--- src/rtl/narvie_inst_sequencer.sv ---
// Host-side instruction sequencer: packs 4 rx bytes into a word, issues it to the core for one
// cycle, lets the pipeline drain on NOPs, then returns the destination register as 4 tx bytes.
module narvie_inst_sequencer #(
  parameter logic [31:0] NOP_WORD     = 32'h0000_0013,
  parameter int          DRAIN_CYCLES = 5
) (
  input  logic        clk,
  input  logic        rst_n,
  input  logic [7:0]  rx_data,
  input  logic        rx_valid,
  output logic        rx_ready,
  output logic [7:0]  tx_data,
  output logic        tx_valid,
  input  logic        tx_ready,
  output logic [31:0] cpu_inst,
  output logic [4:0]  dbg_rd_addr,
  input  logic [31:0] dbg_rd_data,
  output logic        busy
);

  localparam int DW = (DRAIN_CYCLES > 1) ? $clog2(DRAIN_CYCLES) : 1;
  localparam logic [DW-1:0] DRAIN_LAST = DW'(DRAIN_CYCLES - 1);

  typedef enum logic [2:0] {S_RX, S_ISSUE, S_DRAIN, S_READ, S_TX} state_t;

  state_t        state, state_nxt;
  logic [1:0]    byte_cnt;
  logic [DW-1:0] drain_cnt;
  logic [31:0]   instr_q;
  logic [31:0]   result_q;
  logic          rx_fire, tx_fire;

  assign rx_fire = rx_valid && rx_ready;
  assign tx_fire = tx_valid && tx_ready;

  always_comb begin
    state_nxt = state;
    rx_ready  = 1'b0;
    tx_valid  = 1'b0;
    tx_data   = 8'h00;
    cpu_inst  = NOP_WORD;
    busy      = 1'b1;
    case (state)
      S_RX: begin
        rx_ready = 1'b1;
        busy     = 1'b0;
        if (rx_valid && byte_cnt == 2'd3) state_nxt = S_ISSUE;
      end
      S_ISSUE: begin
        cpu_inst  = instr_q;
        state_nxt = S_DRAIN;
      end
      S_DRAIN: begin
        if (drain_cnt == DRAIN_LAST) state_nxt = S_READ;
      end
      S_READ: state_nxt = S_TX;
      S_TX: begin
        tx_valid = 1'b1;
        tx_data  = result_q[{byte_cnt, 3'b000} +: 8];
        if (tx_ready && byte_cnt == 2'd3) state_nxt = S_RX;
      end
      default: state_nxt = S_RX;
    endcase
  end

  // byte_cnt is shared: rx word assembly in RX, tx byte select in TX
  always_ff @(posedge clk) begin
    if (!rst_n) begin
      state       <= S_RX;
      byte_cnt    <= 2'd0;
      drain_cnt   <= '0;
      instr_q     <= 32'd0;
      result_q    <= 32'd0;
      dbg_rd_addr <= 5'd0;
    end else begin
      state <= state_nxt;
      case (state)
        S_RX: if (rx_fire) begin
          instr_q[{byte_cnt, 3'b000} +: 8] <= rx_data;
          byte_cnt <= byte_cnt + 2'd1;
        end
        S_ISSUE: begin
          dbg_rd_addr <= instr_q[11:7];
          drain_cnt   <= '0;
        end
        S_DRAIN: drain_cnt <= drain_cnt + 1'b1;
        S_READ: begin
          result_q <= dbg_rd_data;
          byte_cnt <= 2'd0;
        end
        S_TX: if (tx_fire) byte_cnt <= byte_cnt + 2'd1;
        default: ;
      endcase
    end
  end

endmodule

--- config.mk ---
export PLATFORM = sky130hd
export DESIGN_NAME = narvie_inst_sequencer
export DESIGN_NICKNAME = d
export VERILOG_FILES = /design/src/rtl/narvie_inst_sequencer.sv
export SDC_FILE = /design/constraint.sdc
export NUM_CORES = 1
export LEC_CHECK = 0
export ABC_AREA = 1
export ABC_CLOCK_PERIOD_IN_PS = 2960
export BUFFER_PORTS_ARGS = -buffer_cell sky130_fd_sc_hd__buf_2
export CAP_MARGIN = 15
export CORE_AREA = 2 2 87 89
export CTS_CLUSTER_DIAMETER = 30
export DETAILED_ROUTE_END_ITERATION = 10
export DIE_AREA = 0 0 89 91
export HOLD_SLACK_MARGIN = 0.06
export PLACE_DENSITY = 0.85
export SYNTH_ARGS = -nofsm -noshare
export SYNTH_HDL_FRONTEND = slang
export SYNTH_SLANG_ARGS = --single-unit
--- constraint.sdc ---
create_clock -name clk -period 2.96 [get_ports clk]
set_clock_uncertainty 0.1 [all_clocks]
set_input_delay 0.148 -clock clk [delete_from_list [all_inputs] [get_ports clk]]
set_output_delay 0.148 -clock clk [all_outputs]
set_load 0.01 [all_outputs]
==> flow_summary.toml, run 1 <==
[outcome]
outcome = "finished, final reports clean"

[cts]
clk_pin_slew_ns = 0.07
cts_inserted_buffers = 9
cts_tree = "yes"
clk_latency_ns = 0.35
cts_resized = 0
cts.sinks = 77
h-tree-depth = 3
postCtsHoldBufs = 33
clockRootBuffer = "clkbuf_8"
max-clock-path-buffers = 2
post_cts_buffers = 0

[sta]
max_slew.worst_pin.slew_ns = 0.554
fin_setup_tns_ns = 0
rsz0062_at_grt = "no"
maxSlewViolCount = 0
maxSlewHeadroom_pct = 63.0
period_share_pct = 77.7
hold_viol = 0
min_period_ns = 2.30
fmax_mhz = 435
setup_viol = 0

[detailed_routing]
routed_via_density = 4.97
wl_per_cell_um = 12.1
ant_nets = 0
drtPass1Iterations = 6
post-route-drc-count = 0
vias = 3885
drtIter0Drc = 198
postRouteWirelength_um = 9470

[global_routing]
grt_pass1_vias = 3540
grt_max_degree = 41
track_usage_pct = 23.9
grt.overflow.total = 0
antenna_found_initial = 0
grt_pass1_wl_um = 15400

[placement]
io_buffer_count = 91
dp_hpwl_um = 6260
dpl_cell_area_mm2 = 0.00415
place_congestion = 0.984

[synthesis]
seq_area_frac_synth_pct = 42.1
yosys_warnings = 0
synth_cells = 566
ys_ff_latch = 77
netlist_area_mm2 = 0.00366
syn_avg_cell_area_um2 = 6.47
post_synth_num_cell_types = 18
syn-num-nets = 617

[critical_path]
crit_type = "register to register"
crit_slowest_cell = "ha_1"
arrival_ns = 2.49
path_cells = "clkinv_1 > ha_1 > inv_1 > nand4_1 > o21ai_0 > nand2_1 > nor2_1"
worst_setup_path_start_kind = "register"
critPathTopFamily = "adder cells"
cp_num_buf_inv = 2
cp_slowest_stage_delay_ns = 0.58
reg2reg_slack_ns = 0.66
cp_max_fo = 21
end_kind = "register"
cp.required_ns = 3.15

[floorplan]
start_util_pct = 51.3
dieArea_mm2 = 0.00810
ios = 92
die_w_um = 89
die_h_um = 91
coreArea_mm2 = 0.00714
rows = 31

[power]
finalPower_uw = 3240
leakagePower_uw = 0.00209
powerDensity_mw_per_mm2 = 691
peakVddDrop_mv = 0.316

[finish]
nets = 730
fillers = 652
drive_gt1_share_pct = 18.0
fin_util_pct = 65.7
final_cell_area_mm2 = 0.00469
regArea_mm2 = 0.00154
area_growth_pct = 28.1
antenna_cells = 0
multi_input_area_mm2 = 0.00177

[job]
maxCapViolCount = 0

[worst_hold_path]
hold_path_class = "input pin to register"
## stage by stage
stage | hold slack, ns | cells | worst slack (ns)
3_5_place_dp | 0.303 | 733 | 0.732
2_1_floorplan | 0.213 | 566 | 0.859
4_1_cts | 0.0670 | 780 | 0.718
5_1_grt | 0.0997 | 781 | 0.469
6_report | 0.0696 | 781 | 0.659
3_3_place_gp | 0.298 | 733 | 0.826
## placed cells by master, fill, tap and decap left out, types with 2 or more instances in the layout
master         instances
clkbuf_1               2
buf_4                  2
inv_2                  8
nand3_1               37
dfxtp_1               77
clkbuf_8              10
a21oi_1               32
o21ai_0               58
nand2_1               87
nor2_4                 3
nand2_2                3
ha_1                   7
nand3_2                2
buf_2                 91
nand4_1                2
inv_1                 57
dlygate4sd3_1         33
nor2_1               165
## worst min-delay path: cells and delay by family
family	cells	cell delay, ns
buf+inv	1	0.12
simple gates	4	0.20
## area by class of cell
type,instances,share of cell area [%]
clock inverter,2,0.747
multi-input combinational,398,37.7
inverter,66,5.29
timing repair buffer,127,17.7
sequential,77,32.9
clock buffer,12,3.10
tap,99,2.64
## synthesized netlist by cell type
cell,number,share of area [%]
nor2_1,165,17
nand2_1,87,8.9
dfxtp_1,77,42
o21ai_0,58,7.9
inv_1,57,5.8
nand3_1,37,5.1
a21oi_1,32,4.4
clkbuf_1,16,1.6
buf_2,9,1.2
inv_2,8,0.82
ha_1,7,2.4
nand2_2,3,0.51
nor2_4,3,0.92
nand3_2,2,0.55
nand4_1,2,0.34
clkinv_1,1,0.10
nor2_2,1,0.17
nor3_1,1,0.14
## kinds of logic after synthesis
kind of cell    count (synthesis)  share of synthesized area (%)
compound gates                 90                           12.3
fa+ha+maj                       7                           2.39
buf+inv                        91                           9.64
flops                          77                           42.1
simple gates                  301                           33.5
## sequential cells by signal, indices dropped and copies added, names as in the netlist
register / flops
byte_cnt: 2
dbg_rd_addr: 5
drain_cnt: 3
instr_q: 32
result_q: 32
state: 3
## per-layer routing
layer	up-vias	GRT usage, %	wire length, µm
li1	1979	-	-
met1	1732	28.4	3840
met2	155	42.1	4850
met3	19	4.00	604
met4	0	9.33	176
met5	-	0	0
## power by group
part | switching [µW] | total (µW) | internal [µW]
logic | 858 | 1250 | 391
clock network | 361 | 764 | 403
registers | 74.1 | 1220 | 1150
total | 1290 | 3240 | 1940
## final timing paths
check                           startpoint                  endpoint  depth (start not counted)
setup / recovery  byte_cnt[0]$_SDFFE_PN0P_   instr_q[1]$_SDFFE_PN0P_                          7
hold reg to reg    instr_q[9]$_SDFFE_PN0P_   instr_q[9]$_SDFFE_PN0P_                          2
hold / removal                  rx_data[0]  instr_q[16]$_SDFFE_PN0P_                          5
setup reg to reg  byte_cnt[0]$_SDFFE_PN0P_   instr_q[1]$_SDFFE_PN0P_                          7
Power figures use the tool's default switching activity.
==> run 2, diff against run 1 <==
Settings changed: ABC_CLOCK_PERIOD_IN_PS 2960 to 2300.
Clock period 2.96 ns to 2.3 ns, I/O delays scaled along.
==> flow_summary.toml, run 2 (synthesis gave the netlist of run 1 again) <==
[finish]
area_growth_pct = 34.7
antenna_cells = 0
fillers = 607
final_cell_area_mm2 = 0.00493
nets = 756
drive_gt1_share_pct = 17.9
final_cell_mix = "nor2_1 (165), buf_2 (91), nand2_1 (87)"
multi_input_area_mm2 = 0.00177
reg_top3 = "instr_q (32), result_q (32), dbg_rd_addr (5)"
regArea_mm2 = 0.00154
mostFrequentLayoutCell = "nor2_1"

[critical_path]
cp_max_fo = 8
cp.required_ns = 2.09
arrival_ns = 1.80
crit_type = "register to output pin"
end_kind = "output pin"
worst_setup_path_start_kind = "register"

[floorplan]
dieArea_mm2 = 0.00810
die_h_um = 91
rows = 31
coreArea_mm2 = 0.00714
ios = 92
die_w_um = 89
start_util_pct = 51.3

[sta]
fin_setup_tns_ns = 0
maxSlewViolCount = 0
period_share_pct = 87.6
setup_viol = 0
min_period_ns = 2.02
fmax_mhz = 496
rsz0062_at_grt = "no"
max_slew.worst_pin.slew_ns = 0.573
hold_viol = 0
maxSlewHeadroom_pct = 61.7
worst_slack_ns = 0.284

[detailed_routing]
ant_nets = 0
drtPass1Iterations = 5
vias = 4074
wl_per_cell_um = 12.8
postRouteWirelength_um = 10300
drtIter0Drc = 281
post-route-drc-count = 0
routed_via_density = 5.04

[power]
peakVddDrop_mv = 0.404
powerDensity_mw_per_mm2 = 869
leakagePower_uw = 0.00220

[placement]
place_congestion = 0.967
dp_hpwl_um = 6560
dpl_cell_area_mm2 = 0.00419
place_ws_ns = 0.490
io_buffer_count = 91

[global_routing]
antenna_found_initial = 0
grt_pass1_vias = 3817
track_usage_pct = 26.3
grt.overflow.total = 0
grt_max_degree = 41
grt_pass1_wl_um = 16800

[outcome]
outcome = "finished, final reports clean"

[cts]
cts_tree = "yes"
cts_inserted_buffers = 9
clk_pin_slew_ns = 0.07
cts.sinks = 77
h-tree-depth = 3
clk_latency_ns = 0.36
post_cts_buffers = 0
max-clock-path-buffers = 2
clockRootBuffer = "clkbuf_8"

[job]
maxCapViolCount = 0

[worst_hold_path]
hold_path_class = "input pin to register"
==> run 2: cell count changes in the layout (fill, tap and decap cells not counted) <==
cell | previous run | this run
clkbuf_8 | 10 | 11
buf_4 | 2 | 7
dlygate4sd3_1 | 33 | 55
clkinv_2 | 1 | 0
clkbuf_1 | 2 | 3
buf_16 | 1 | 0
==> run 2: timing repair <==
action | 4_1_cts | 5_1_grt
endpoints found under the setup margin | 0 | 0
endpoints found under the hold margin | 45 | 0
hold buffers | 55 | 0
resized for setup | 0 | 0
==> run 2: stage by stage <==
stage	util, %	hold WS [ns]	power [µW]	cells
global route	69.1	0.263	4570	808
finish	69.1	0.234	4280	808
CTS	69.1	0.214	4260	808
floorplan	-	0.180	2800	566
detailed placement	58.7	0.271	3180	738
global placement	58.7	0.266	3120	738
==> run 2: routing by layer <==
metal  GRT usage (%)  vias up  share of wire, %
li1                -     2039                 -
met1            29.6     1807                39
met2            46.2      202                51
met3            4.36       26               6.7
met4            14.3        0               3.3
met5               0        -                 0
==> run 2: cell type report <==
class	instances	area share [%]
inverters	66	5.03
well taps	99	2.51
repair buffers	153	21.5
clock buffers	14	3.30
flip-flops and latches	77	31.3
multi-input cells	398	35.8
clock inverters	1	0.609
==> run 2: power breakdown <==
group | leakage [µW] | switching (µW) | internal (µW)
clock network | 0.0000968 | 466 | 557
logic | 0.00148 | 1160 | 550
registers | 0.000623 | 75.1 | 1480
==> run 2: worst paths after layout <==
path,endpoint,cells past startpoint,slack [ns],from
setup / recovery,tx_data[3],6,0.28,state[1]$_SDFFE_PN0P_
hold / removal,byte_cnt[1]$_SDFFE_PN0P_,4,0.23,rst_n
setup reg to reg,result_q[1]$_SDFFE_PN0P_,6,0.40,state[2]$_SDFFE_PN0P_
hold reg to reg,dbg_rd_addr[3]$_SDFFE_PN0P_,2,0.36,dbg_rd_addr[3]$_SDFFE_PN0P_
==> run 2: critical path: stages (launching register included) <==
cell and delay (ns):
dfxtp_1 0.36, inv_2 0.12, nand2_1 0.08, nor2_1 0.24, inv_1 0.21, a21oi_1 0.25, buf_2 0.19
==> run 3, diff against run 2 <==
Settings changed: ABC_AREA 1 to default, CTS_CLUSTER_SIZE from default to 20, PLACE_DENSITY 0.85 to 0.86.
==> flow_summary.toml, run 3 <==
[global_routing]
track_usage_pct = 24.0
grt_max_degree = 38
antenna_found_initial = 1
grt_pass1_vias = 3336
grt.overflow.total = 0
grt_pass1_wl_um = 15300

[floorplan]
coreArea_mm2 = 0.00714
dieArea_mm2 = 0.00810
ios = 92
rows = 31
start_util_pct = 52.3
die_h_um = 91
die_w_um = 89

[synthesis]
syn_avg_cell_area_um2 = 9.02
synth-async-reset-ratio_pct = 0
ys_ff_latch = 77
synth_most_common_cell = "nand2_1"
yosys_warnings = 0
yosys_most_used_dff = "dfxtp_1"
synth.largest_area_cell = "dfxtp_1"
synth_top_area_share_pct = 41.3
synth_common_cells = "nand2_1 (91), dfxtp_1 (77), and2_1 (40)"
netlist_area_mm2 = 0.00373
seq_area_frac_synth_pct = 41.3
syn-num-nets = 465
synth_cells = 414
synthTopCellsByArea = "dfxtp_1 (41%), nand2_1 (9.1%), a21boi_1 (7.8%), and2_1 (6.7%), mux4_2 (4.8%)"
synth_edf_count = 0
post_synth_num_cell_types = 42

[critical_path]
crit_type = "register to output pin"
cp_max_fo = 15
cp_num_buf_inv = 2
critPathTopFamily = "flip-flops"
crit_slowest_cell = "dfxtp_1"
cp-startpoint = "state[2]$_SDFFE_PN0P_"
end_kind = "output pin"
arrival_ns = 1.84
cp.required_ns = 2.09
cp_slowest_stage_delay_ns = 0.71
r2r_start = "state[1]$_SDFFE_PN0P_"
worst_setup_path_start_kind = "register"
path_cells = "nor3b_2 > buf_4 > and2_1 > buf_2"

[outcome]
outcome = "finished, final reports clean"

[cts]
max-clock-path-buffers = 2
h-tree-depth = 3
clk_pin_slew_ns = 0.09
cts.sinks = 77
cts_tree = "yes"
cts_inserted_buffers = 9
clk_latency_ns = 0.34
clockRootBuffer = "clkbuf_8"
post_cts_buffers = 0

[worst_hold_path]
hp-start = "rst_n"
hold_path_class = "input pin to register"

[finish]
nets = 583
area_growth_pct = 30.1
fillers = 551
multi_input_area_mm2 = 0.00197
final_cell_mix = "nand2_1 (91), buf_2 (91), dfxtp_1 (76)"
drive_gt1_share_pct = 25.3
reg_top3 = "instr_q (32), result_q (32), dbg_rd_addr (5)"
regArea_mm2 = 0.00154

[detailed_routing]
ant_nets = 0
wl_per_cell_um = 15.0
drtPass1Iterations = 5
drtIter0Drc = 210
routed_via_density = 5.42
vias = 3452
post-route-drc-count = 0
postRouteWirelength_um = 9560

[sta]
rsz0062_at_grt = "no"
holdWs_ns = 0.181
maxSlewViolCount = 0
hold_viol = 0
worst_slack_ns = 0.247
setup_viol = 0
fmax_mhz = 487
period_share_pct = 89.3
maxSlewHeadroom_pct = 53.2
min_period_ns = 2.05
fin_setup_tns_ns = 0
max_slew.worst_pin.slew_ns = 0.699

[power]
finalPower_uw = 2920
powerDensity_mw_per_mm2 = 601
leakagePower_uw = 0.00199
peakVddDrop_mv = 0.490

[placement]
dp_hpwl_um = 5850
place_ws_ns = 0.306
io_buffer_count = 91
place_congestion = 0.839

[job]
maxCapViolCount = 0
-- run 3: cell types whose count changed after synthesis, sizes merged, moves of 8 or more --
cell	before	now
nand4	2	18
o21ai	58	18
and2	0	40
nand3	39	2
nor2	169	3
mux4	0	8
o22ai	0	16
inv	65	7
a21boi	0	49
buf	9	17
a21oi	32	5
-- run 3: metrics by stage --
step                      std cells  utilization (%)  area (µm²)
after global placement          579             58.8        4200
final                           637             68.0        4860
after global routing            637             68.0        4860
after detailed placement        579             58.8        4200
after floorplan                 414                -        3730
after CTS                       636             68.0        4850
-- run 3: area by class of cell --
type                    count  share of cell area (%)
repair buffers            141                    19.5
diodes                      1                  0.0515
clock buffers               9                    2.55
flip-flops and latches     77                    31.8
well taps                  99                    2.55
multi-input cells         296                    40.6
clock inverters             7                    2.47
inverters                   7                   0.541
-- run 3: per-layer routing --
| layer | vias to the layer above | global-route usage [%] | share of wire [%] |
|---|---|---|---|
| met2 | 119 | 40.1 | 50 |
| li1 | 1664 | - | - |
| met5 | - | 0 | 0 |
| met1 | 1646 | 30.1 | 43 |
| met4 | 0 | 8.58 | 2.3 |
| met3 | 23 | 5.36 | 4.4 |
-- run 3: logic make-up after synthesis --
family                     synth area share (%)
buffers and inverters                      5.93
xor gates and xnor gates                  0.235
muxes                                      5.36
and+or+nand+nor                            26.8
DFF                                        41.3
adders and majority gates                  2.35
AOI/OAI and AO/OA                          18.0
-- run 3: final timing paths --
kind	endpoint	slack [ns]	cells past startpoint
worst max-delay path	tx_data[4]	0.25	4
worst min-delay path	dbg_rd_addr[2]$_SDFFE_PN0P_	0.18	2
worst max register to register	byte_cnt[1]$_SDFFE_PN0P_	0.29	3
worst min register to register	result_q[10]$_SDFFE_PN0P_	0.36	2
-- run 3: worst reg2reg max path, stage by stage (launching register included) --
cell      delay, ns
dfxtp_1        0.74
nand3b_2       0.65
nand3_1        0.30
mux2i_1        0.10
-- run 3: report_power, final --
group	total, µW	internal [µW]	switching (µW)
Combinational	324	154	170
Clock	1240	726	514
Sequential	1350	1340	9.73
-- run 3: what timing repair did --
item / CTS / global route
endpoints found under the hold margin: 67 / 0
endpoints found under the setup margin: 0 / 29
resized for setup: 0 / 1
hold buffers: 41 / 0
